==> src/rtl/skid_burst_source.sv <==
// skid_burst_source: reads a configured burst from a 1-cycle-latency sync memory and streams
// it out over valid/ready. A 2-entry skid buffer absorbs the read latency, so back-pressure
// never drops or repeats a word.
// Optional feature: define SKID_BURST_SOURCE_STALL_CNT_EN to add the stall_cnt port, a
// saturating count of cycles where out_valid=1 and out_ready=0.
module skid_burst_source #(
  parameter int unsigned DATA_W = 32,
  parameter int unsigned ADDR_W = 10,
  parameter int unsigned LEN_W  = 16
) (
  input  logic              clk,
  input  logic              rst,
  input  logic              run,
  input  logic [ADDR_W-1:0] cfg_start_addr,
  input  logic [LEN_W-1:0]  cfg_length,
  input  logic [ADDR_W-1:0] cfg_incr,
  output logic              done,
  output logic              mem_en,
  output logic [ADDR_W-1:0] mem_addr,
  input  logic [DATA_W-1:0] mem_rdata,
  output logic              out_valid,
  input  logic              out_ready,
  output logic [DATA_W-1:0] out_data,
  output logic              out_last
`ifdef SKID_BURST_SOURCE_STALL_CNT_EN
  ,
  output logic [31:0]       stall_cnt
`endif
);

  typedef enum logic [1:0] {StIdle, StRun, StDrain} state_t;

  state_t            state_q, state_d;
  logic [ADDR_W-1:0] addr_q;
  logic [ADDR_W-1:0] incr_q;
  logic [LEN_W-1:0]  len_q;
  logic [LEN_W-1:0]  issued_q;
  logic [LEN_W-1:0]  sent_q;
  logic              inflight_q;
  logic [1:0]        count_q;
  logic [DATA_W-1:0] buf_q [2];
  logic              rd_ptr_q, wr_ptr_q;

  logic              accept;
  logic              out_transfer;
  logic [1:0]        occ;
  logic              room;
  logic              last_issue;

  assign accept       = (state_q == StIdle) & run & (cfg_length != '0);
  assign out_valid    = (count_q != 2'd0);
  assign out_data     = buf_q[rd_ptr_q];
  assign out_last     = out_valid & (sent_q == len_q - LEN_W'(1));
  assign out_transfer = out_valid & out_ready;
  assign occ          = count_q + {1'b0, inflight_q};
  // A word leaving this cycle frees a slot for a read issued this cycle.
  assign room         = (occ < 2'd2) | out_transfer;
  assign last_issue   = (issued_q == len_q - LEN_W'(1));
  assign mem_addr     = addr_q;

  // State register.
  always_ff @(posedge clk or posedge rst) begin
    if (rst) state_q <= StIdle;
    else     state_q <= state_d;
  end

  // Next-state logic.
  always_comb begin
    state_d = state_q;
    unique case (state_q)
      StIdle:  if (accept) state_d = StRun;
      StRun:   if (mem_en && last_issue) state_d = StDrain;
      StDrain: if (out_transfer && out_last) state_d = StIdle;
      default: state_d = StIdle;
    endcase
  end

  // FSM outputs: done flag and read strobe.
  always_comb begin
    done   = (state_q == StIdle);
    mem_en = (state_q == StRun) & (issued_q < len_q) & room;
  end

  // Burst configuration, read address and issue/sent counters.
  always_ff @(posedge clk or posedge rst) begin
    if (rst) begin
      addr_q     <= '0;
      incr_q     <= '0;
      len_q      <= '0;
      issued_q   <= '0;
      sent_q     <= '0;
      inflight_q <= 1'b0;
    end else begin
      inflight_q <= mem_en;
      if (accept) begin
        addr_q   <= cfg_start_addr;
        incr_q   <= cfg_incr;
        len_q    <= cfg_length;
        issued_q <= '0;
        sent_q   <= '0;
      end else begin
        if (mem_en) begin
          addr_q   <= addr_q + incr_q;
          issued_q <= issued_q + LEN_W'(1);
        end
        if (out_transfer) sent_q <= sent_q + LEN_W'(1);
      end
    end
  end

  // Skid buffer: capture returning read data at the tail, pop the head on transfer.
  always_ff @(posedge clk or posedge rst) begin
    if (rst) begin
      for (int i = 0; i < 2; i++) buf_q[i] <= '0;
      rd_ptr_q <= 1'b0;
      wr_ptr_q <= 1'b0;
      count_q  <= 2'd0;
    end else begin
      if (inflight_q) begin
        buf_q[wr_ptr_q] <= mem_rdata;
        wr_ptr_q        <= ~wr_ptr_q;
      end
      if (out_transfer) rd_ptr_q <= ~rd_ptr_q;
      case ({inflight_q, out_transfer})
        2'b10:   count_q <= count_q + 2'd1;
        2'b01:   count_q <= count_q - 2'd1;
        default: count_q <= count_q;
      endcase
    end
  end

`ifdef SKID_BURST_SOURCE_STALL_CNT_EN
  // Saturating back-pressure counter, restarted by each accepted burst.
  always_ff @(posedge clk or posedge rst) begin
    if (rst)                                                stall_cnt <= '0;
    else if (accept)                                        stall_cnt <= '0;
    else if (out_valid && !out_ready && stall_cnt != '1)    stall_cnt <= stall_cnt + 32'd1;
  end
`endif

endmodule

==> config.mk <==
export PLATFORM = sky130hd
export DESIGN_NAME = skid_burst_source
export DESIGN_NICKNAME = d
export VERILOG_FILES = /design/src/rtl/skid_burst_source.sv
export SDC_FILE = /design/constraint.sdc
export NUM_CORES = 1
export LEC_CHECK = 0
export BUFFER_PORTS_ARGS = -buffer_cell sky130_fd_sc_hd__buf_4
export CAP_MARGIN = 20
export CELL_PAD_IN_SITES_DETAIL_PLACEMENT = 0
export CELL_PAD_IN_SITES_GLOBAL_PLACEMENT = 1
export CORE_AREA = 2 2 141 143
export CTS_CLUSTER_SIZE = 10
export DETAILED_ROUTE_END_ITERATION = 10
export DIE_AREA = 0 0 143 145
export GPL_ROUTABILITY_DRIVEN = 0
export GPL_TIMING_DRIVEN = 1
export PLACE_DENSITY_LB_ADDON = 0.1
export SETUP_SLACK_MARGIN = 0.2
export SLEW_MARGIN = 40
export SYNTH_ARGS = -nofsm -noshare
export SYNTH_HDL_FRONTEND = slang
export SYNTH_SLANG_ARGS = --single-unit
==> constraint.sdc <==
create_clock -name clk -period 4.3 [get_ports clk]
set_input_delay 0.645 -clock clk [delete_from_list [all_inputs] [get_ports clk]]
set_output_delay 0.645 -clock clk [all_outputs]
set_load 0.02 [all_outputs]
# Word-level counts from Yosys, hierarchy flattened
# Index checks and enable logic that the tools add are counted.
[word_totals]
register_bits = 139
wordCells = 71
[op_classes]
n_addsub = 7
order_cmp = 5
n_eq_ne = 9
n_mux = 17
bitwise_logic = 11
n_reduce_logical = 10
[op_table]
columns = ["op", "n"]
rows = [
  ["$mux W32", 4],
  ["$bwmux W64", 1],
  ["$mux W16", 4],
  ["$add A16 B1 Y16 const B", 2],
  ["$demux W32 S1", 1],
  ["$eq A16 B16 Y1", 2],
  ["$mux W10", 2],
  ["$lt A16 B16 Y1", 1],
  ["$reduce_bool A16 Y1", 1],
  ["$sub A16 B1 Y16 const B", 1],
  ["$add A10 B10 Y10", 1],
  ["$reduce_bool A2 Y1", 4],
  ["$and A1 B1 Y1", 6],
  ["$mux W2", 3],
  ["$pmux W2 S3", 1],
  ["$eq A2 B1 Y1 const B", 2],
  ["$eq A2 B2 Y1 const B", 2],
  ["$ge A2 B2 Y1 const B", 2],
  ["$ne A2 B2 Y1 const B", 2],
  ["$not A1 Y2", 2],
  ["$pmux W2 S2", 1],
  ["$logic_and A1 B1 Y1", 3],
  ["$reduce_and A3 Y1", 1],
  ["$add A2 B1 Y2", 1],
  ["other kinds (8)", 9],
]

# Longest topological paths before layout
# Gate-level depths: netlist of the first run.
[depth]
depth_word = 7
depth_mapped = 13

# Worst setup path after synthesis of the first run
# Ideal clock, no wire load.
[synth_timing]
path_type = "reg-to-output"
from = "register len_q[0]"
to = "output out_last"
arrival_time_ps = 2405
slack_ps = 1250
stages_incl_launch_ff = 9
n_path_buf = 0
cell_sequence = "dfrtp_1 inv_1 ha_1 or3b_1 xnor2_1 or3_1 a21oi_1 nand4_1 nor3b_1"
[synth_via]
elab_chain_cells = 3
[synth_lines]
columns = ["element", "line_no", "text"]
rows = [
  ["from (decl)", "36", "logic [LEN_W-1:0] len_q;"],
  ["from (signal assigned)", "98", "len_q <= cfg_length;"],
  ["$sub A16 B1 Y16", "53", "assign out_last = out_valid & (sent_q == len_q - LEN_W'(1));"],
  ["$eq A16 B16 Y1", "53", ""],
  ["$and A1 B1 Y1", "53", ""],
  ["to (decl)", "24", "output logic out_last"],
]
# No other way between the ends.

# Worst setup path in the final report of the first run
# Same ends and word-level chain as after synthesis.

==> results.md, run 1 <==
* Startpoint types: register
* DRC Markers at 0
* Hold Crit Class: input pin to asynchronous set/reset pin
* Crit path arrival time at 3.01 ns
* Port buffer count at 117
* P_int at 0.00385 W
* Most frequent cells in the layout: dfrtp_1 (139), buf_4 (123), mux2_2 (98), nand2_1 (80), xnor2_1 (42)
* Status: completed
* Layout cells sized above 1 at 0.316
* Worst vdd ir at 0.312 mV
* Mean number of vias per cell at 5.16
* Place WS at 1.13 ns
* FF-to-FF End: state_q[1]
* Hold WS at 0.278 ns
* Tcrit/Tclk final at 0.849
* Post-cts gate resize count at 0
* Core area at 19200 um2
* Post-synthesis sequential area ratio at 0.451
* Mapped Area at 7720 um2
* Final Net Count at 941
* CTS buffer count at 17
* Total global-route track usage at 0.187
* Post-synthesis cell type count at 56
* Io pins at 118
* Ys flop type: dfrtp_1
* Finished Cell Area at 9430 um2
* Via count at 5767
* Die area at 20700 um2
* Cells after synthesis at 734
* CTS root buffer: clkbuf_16
* Worst skew pair latency at 0.42 ns
* Post-synth EDFFs at 0
* CP endpoint kind: output pin
* Pin count of the biggest net entering global routing at 140
* Req. time, crit path at 3.65 ns
* Chip width at 143 um
* Commonest non-fill, non-tap cell in the layout: dfrtp_1
* Placed cell areas at 8840 um2
* Post-DRT Antenna Nets at 0
* DR iter-0 viols at 310
* Final setup skew at 0.0115 ns
* GRT overflow at 0
* Fmax at 0.274 GHz
* Clock Power Share at 0.236
* Final Max Slew Viols at 0
* Post-cts hold buffer count at 0
* Sequential share of power at 0.349
* LEAKAGE at 4.27 nW
* Slew @ Worst Pin at 0.649 ns
* Final Hold Vio Count at 0
* Post-Route WL at 18.8 mm
* R2R Setup Slk at 1.27 ns
* Vias in the first global route at 5985
* FF-to-FF Start: len_q[0]
* Comb pwr share at 0.415
* H-tree Lvls at 4
* Min Clock Period, post-route at 3.65 ns
* Drt pass-1 iters at 5
* Final Worst Setup Slack at 0.648 ns
* Worst reg2reg path depth at 9
* Core Util, Final at 0.491
* TritonCTS clock tree: built
* Synthesized area per cell at 10.5 um2
* Sw Ratio at 0.356
* RSZ-0062 raised after global routing: no
* First-pass GRT wire length at 30.8 mm
* Die Span Y at 145 um
* Clock transition at the registers of the reported paths at 0.06 ns
* Antenna violations before repair at 0
* Synth Warn # at 0
* Setup TNS at 0 ns
* Starting Density at 0.402
* Number of setup buffers added after CTS at 0
* Kind of critical path: register to output pin
* Crit-path max FO at 7
* Psw at 0.00213 W
* CTS Buffer Depth at 2
* HPWL Detailed at 13.4 mm
* Syn nets at 836
* Synth Register Bits at 139
* # diodes at 0
* Routed len/inst at 16.8 um
* Row count at 51
* Async set-reset flop share out of synthesis at 1.00
* Pwr per Cell Area at 633 nW/um2
* Clock sink count at 139
* Worst slew margin at 0.567
* Area grow syn2layout at 22.2%
* MaxCap Viol Count at 0
* Final number of setup-violating endpoints at 0
==> critical path: stages, from the launching register on <==
cell and delay, ns:
dfrtp_1 0.44, inv_1 0.10, ha_1 0.24, nor3b_2 0.46, nand4_1 0.23, xnor2_1 0.20
o2111a_1 0.20, o2111ai_1 0.15, nor3b_1 0.34, buf_4 0.21
==> metal layers <==
layer	track usage	share of wire	up-vias
li1	-	-	2792
met1	0.246	0.45	2826
met2	0.306	0.48	125
met3	0.0462	0.047	24
met4	0.0535	0.017	0
met5	0	0	-
==> cell families (layout without fill, tap and decap cells) <==
logic type	count (synthesis)	count (layout)	share of synthesized area
simple gates	220	220	0.146
flops	139	139	0.451
mux	113	113	0.162
compound gates	92	92	0.0708
xor+xnor	71	71	0.0859
buf+inv	69	187	0.0352
fa+ha+maj	30	30	0.0496
==> sequential cells by signal, summed over array words and instances, names as in the netlist <==
register	cells
state_q	2
wr_ptr_q	1
rd_ptr_q	1
incr_q	10
count_q	2
inflight_q	1
mem_addr	10
issued_q	16
len_q	16
sent_q	16
buf_q	64
==> cells in the mapped netlist, drive strengths merged, types with 24 or more instances <==
master  count  area share
mux2       98        0.14
nand2      80       0.039
ha         29       0.047
dfrtp     139        0.45
clkbuf     25       0.012
inv        30       0.015
nand3      24       0.016
nor2       34       0.017
xnor2      42       0.048
o21ai      39       0.025
a21oi      26       0.017
xor2       26       0.029
==> how the worst max path moves through the flow <==
stage	slack, ns	cells past startpoint	to	start
after CTS	0.66	9	out_last	len_q[0]
after global placement	1.11	7	out_last	len_q[2]
after detailed placement	1.13	9	out_last	len_q[0]
after floorplan	1.25	8	out_last	len_q[0]
final	0.65	9	out_last	len_q[0]
after global routing	0.48	7	out_last	len_q[2]
==> final cells by class <==
cell class | instances | area [um2]
Fill cell | 1779 | 9770
Multi-Input combinational cell | 526 | 3980
Sequential cell | 139 | 3480
Timing Repair Buffer | 125 | 971
Clock buffer | 18 | 429
Tap cell | 265 | 332
Clock inverter | 14 | 131
Inverter | 30 | 116
==> metrics by stage <==
step                total power (W)  std cells
finish                      0.00598       1117
global route                0.00636       1117
CTS                         0.00606       1116
detailed placement          0.00462       1084
global placement            0.00454       1084
floorplan                   0.00378        734
==> power by group through the flow <==
stage	Combinational, W	Sequential [W]	Clock [W]
final	0.00248	0.00209	0.00141
after global routing	0.00270	0.00215	0.00151
after CTS	0.00252	0.00209	0.00145
after detailed placement	0.00251	0.00211	0
after global placement	0.00247	0.00208	0
after floorplan	0.00177	0.00201	0
Power figures use the tool's default switching activity.
==> run 2: changes to the inputs <==
CORE_AREA = 2 2 134 136   (was 2 2 141 143)
DIE_AREA = 0 0 136 138   (was 0 0 143 145)
clock period = 3.6 ns   (was 4.3 ns; I/O delays follow)
==> run 2 against run 1 <==
First-iteration DRC count decreased by 14%. Hold slack worse by 0.12 ns. Sequential share of layout area is 0.34 points lower. Highest routed layer unchanged.
==> results.md, run 2 (synthesized netlist as in run 1, its figures left out) <==
* Crit-path max FO at 6 (-1)
* Layout cells sized above 1 at 0.337 (+0.0211)
* Hold Crit Class: input pin to asynchronous set/reset pin
* FF-to-FF End: issued_q[12]
* # diodes at 0 (unchanged)
* Worst slew margin at 0.606 (+0.0388)
* Comb pwr share at 0.411 (-0.004)
* DRC Markers at 0 (unchanged)
* CP cell instances: inv_2 > ha_4 > or3b_4 > xnor2_1 > or3_1 > a21oi_2 > nand4_1 > nor3b_2 > buf_4
* Worst Setup SP: len_q[0]
* Pwr per Cell Area at 763 nW/um2 (+20%)
* Routed len/inst at 17.1 um (+1.6%)
* MaxCap Viol Count at 0 (unchanged)
* Fmax at 0.306 GHz
* Die Span Y at 138 um (-4.8%)
* Setup TNS at 0 ns (unchanged)
* Min Clock Period, post-route at 3.27 ns
* Worst vdd ir at 0.440 mV (+41%)
* Hold WS at 0.158 ns (-0.120 ns)
* Clock transition at the registers of the reported paths at 0.06 ns (about the same)
* Via count at 5904 (+2.4%)
* Clock sink count at 139 (unchanged)
* Worst skew pair latency at 0.43 ns (about the same)
* CTS root buffer: clkbuf_16
* Kind of critical path: register to output pin
* HPWL Detailed at 13.3 mm (-0.68%)
* LEAKAGE at 4.37 nW (+2.3%)
* CP endpoint kind: output pin
* FF-to-FF Start: len_q[8]
* CTS buffer count at 17 (unchanged)
* Starting Density at 0.440 (+0.0383)
* RSZ-0062 raised after global routing: yes
* Post-cts hold buffer count at 0 (unchanged)
* Drt pass-1 iters at 4 (-1)
* Antenna violations before repair at 0 (unchanged)
* Total global-route track usage at 0.207 (+0.0198)
* Commonest non-fill, non-tap cell in the layout: dfrtp_1
* GRT overflow at 0 (unchanged)
* TritonCTS clock tree: built
* Pin count of the biggest net entering global routing at 140 (unchanged)
* Final Max Slew Viols at 0 (unchanged)
* Most frequent cells in the layout: dfrtp_1 (134), buf_4 (129), mux2_2 (98), nand2_1 (80), xnor2_1 (42)
* Final setup skew at 0.0145 ns (+0.00301 ns)
* Sw Ratio at 0.357 (+0.000762)
* Port buffer count at 117 (unchanged)
* CTS Buffer Depth at 2 (unchanged)
* GR Layer Usage met3 at 0.0422 (-0.00403)
* H-tree Lvls at 4 (unchanged)
* Post-DRT Antenna Nets at 0 (unchanged)
* Largest Register: buf_q
* Met2 Use GR at 0.334 (+0.0283)
* First-pass GRT wire length at 30.8 mm (about the same)
* Worst reg2reg path depth at 10 (+1)
* GRT busiest layer: met2
* Row count at 49 (-3.9%)
* Final Hold Vio Count at 0 (unchanged)
* Psw at 0.00260 W (+22%)
* Status: completed
* Max reg flops at 64 (unchanged)
* Sequential share of power at 0.342 (-0.007)
* Io pins at 118 (unchanged)
* P_int at 0.00468 W (+22%)
* Final Net Count at 947 (+0.64%)
* Clock Power Share at 0.247 (+0.011)
* Crit-path slowest cell: dfrtp_2
* Mean number of vias per cell at 5.43 (+5.2%)
* Chip width at 136 um (-4.9%)
* CP peak stage delay at 0.46 ns (about the same)
* Core area at 17500 um2 (-8.7%)
* Startpoint types: register
* R2R Setup Slk at 0.70 ns (-0.57 ns)
* Area grow syn2layout at 23.5%
* Crit path to: out_last
* Tcrit/Tclk final at 0.908
* Vias in the first global route at 5949 (-0.60%)
* DR iter-0 viols at 268 (-14%)
* Post-Route WL at 18.6 mm (-1.1%)
* Crit path arrival time at 2.73 ns (-0.28 ns)
* Die area at 18800 um2 (-9.5%)
* Core Util, Final at 0.544 (+0.0528)
* Final number of setup-violating endpoints at 0 (unchanged)
* Req. time, crit path at 3.06 ns (-0.59 ns)
* M1 GR Usage at 0.279 (+0.0330)
* Slew @ Worst Pin at 0.591 ns (-0.0582 ns)
==> run 2: cell types whose count changed in the layout (fill, tap and decap cells not counted), sizes merged <==
cell	before	now
bufinv	1	2
buf	125	131
clkbuf	18	17
inv	36	37
clkinv	3	2
==> run 2: what timing repair did <==
item                       in CTS  in global routing
gates cloned                    0                  0
pin swaps                       0                  4
gates resized for setup         4                 14
buffers inserted                0                  5
hold endpoints to repair        0                  0
setup endpoints to repair       1                  2
==> run 2: power groups by stage <==
| stage | logic (W) | clock network, W | registers [W] |
|---|---|---|---|
| 6_report | 0.00299 | 0.00179 | 0.00249 |
| 2_1_floorplan | 0.00211 | 0 | 0.00241 |
| 5_1_grt | 0.00324 | 0.00192 | 0.00257 |
| 3_3_place_gp | 0.00293 | 0 | 0.00247 |
| 4_1_cts | 0.00303 | 0.00184 | 0.00249 |
| 3_5_place_dp | 0.00301 | 0 | 0.00252 |
==> run 2: per-stage QoR <==
step	total power (W)	std cells	cell area, um2	worst slack, ns
6_report	0.00728	1087	9540	0.330
5_1_grt	0.00774	1087	9540	0.175
4_1_cts	0.00736	1081	9420	0.209
3_5_place_dp	0.00553	1049	8800	0.541
3_3_place_gp	0.00540	1049	8800	0.662
2_1_floorplan	0.00452	734	7720	0.655
==> run 2: routing by layer <==
layer | routed length, um | vias up | part of all wire
li1 | - | 2809 | -
met4 | 303 | 0 | 0.016
met3 | 977 | 23 | 0.053
met1 | 8330 | 2926 | 0.45
met5 | 0 | - | 0
met2 | 8990 | 146 | 0.48
==> run 2: area by class of cell <==
class                      instances  area, um2
clock buffer                      17        425
clock inverter                    15        179
fill                            1593       8000
inverter                          30        119
multi-input combinational        526       4030
sequential                       139       3480
tap                              229        287
timing repair buffer             131       1020
==> run 2: worst max-delay path: cells and delay by family, from the launching register on <==
kind	cells	cell delay, ns
adders and majority gates	1	0.16
DFF	1	0.46
and+or+nand+nor	4	1.11
buffers and inverters	2	0.28
AOI/OAI and AO/OA	1	0.14
xor gates and xnor gates	1	0.15
==> run 2: how the worst min path moves through the flow <==
stage | from | to | slack [ns] | cells after the start
2_1_floorplan | incr_q[0] | incr_q[0] | 0.45 | 2
3_3_place_gp | incr_q[8] | incr_q[8] | 0.47 | 2
3_5_place_dp | wr_ptr_q | wr_ptr_q | 0.47 | 1
4_1_cts | cfg_incr[7] | incr_q[7] | 0.28 | 3
5_1_grt | rst | buf_q[36] | 0.17 | 3
6_report | rst | buf_q[9] | 0.16 | 3
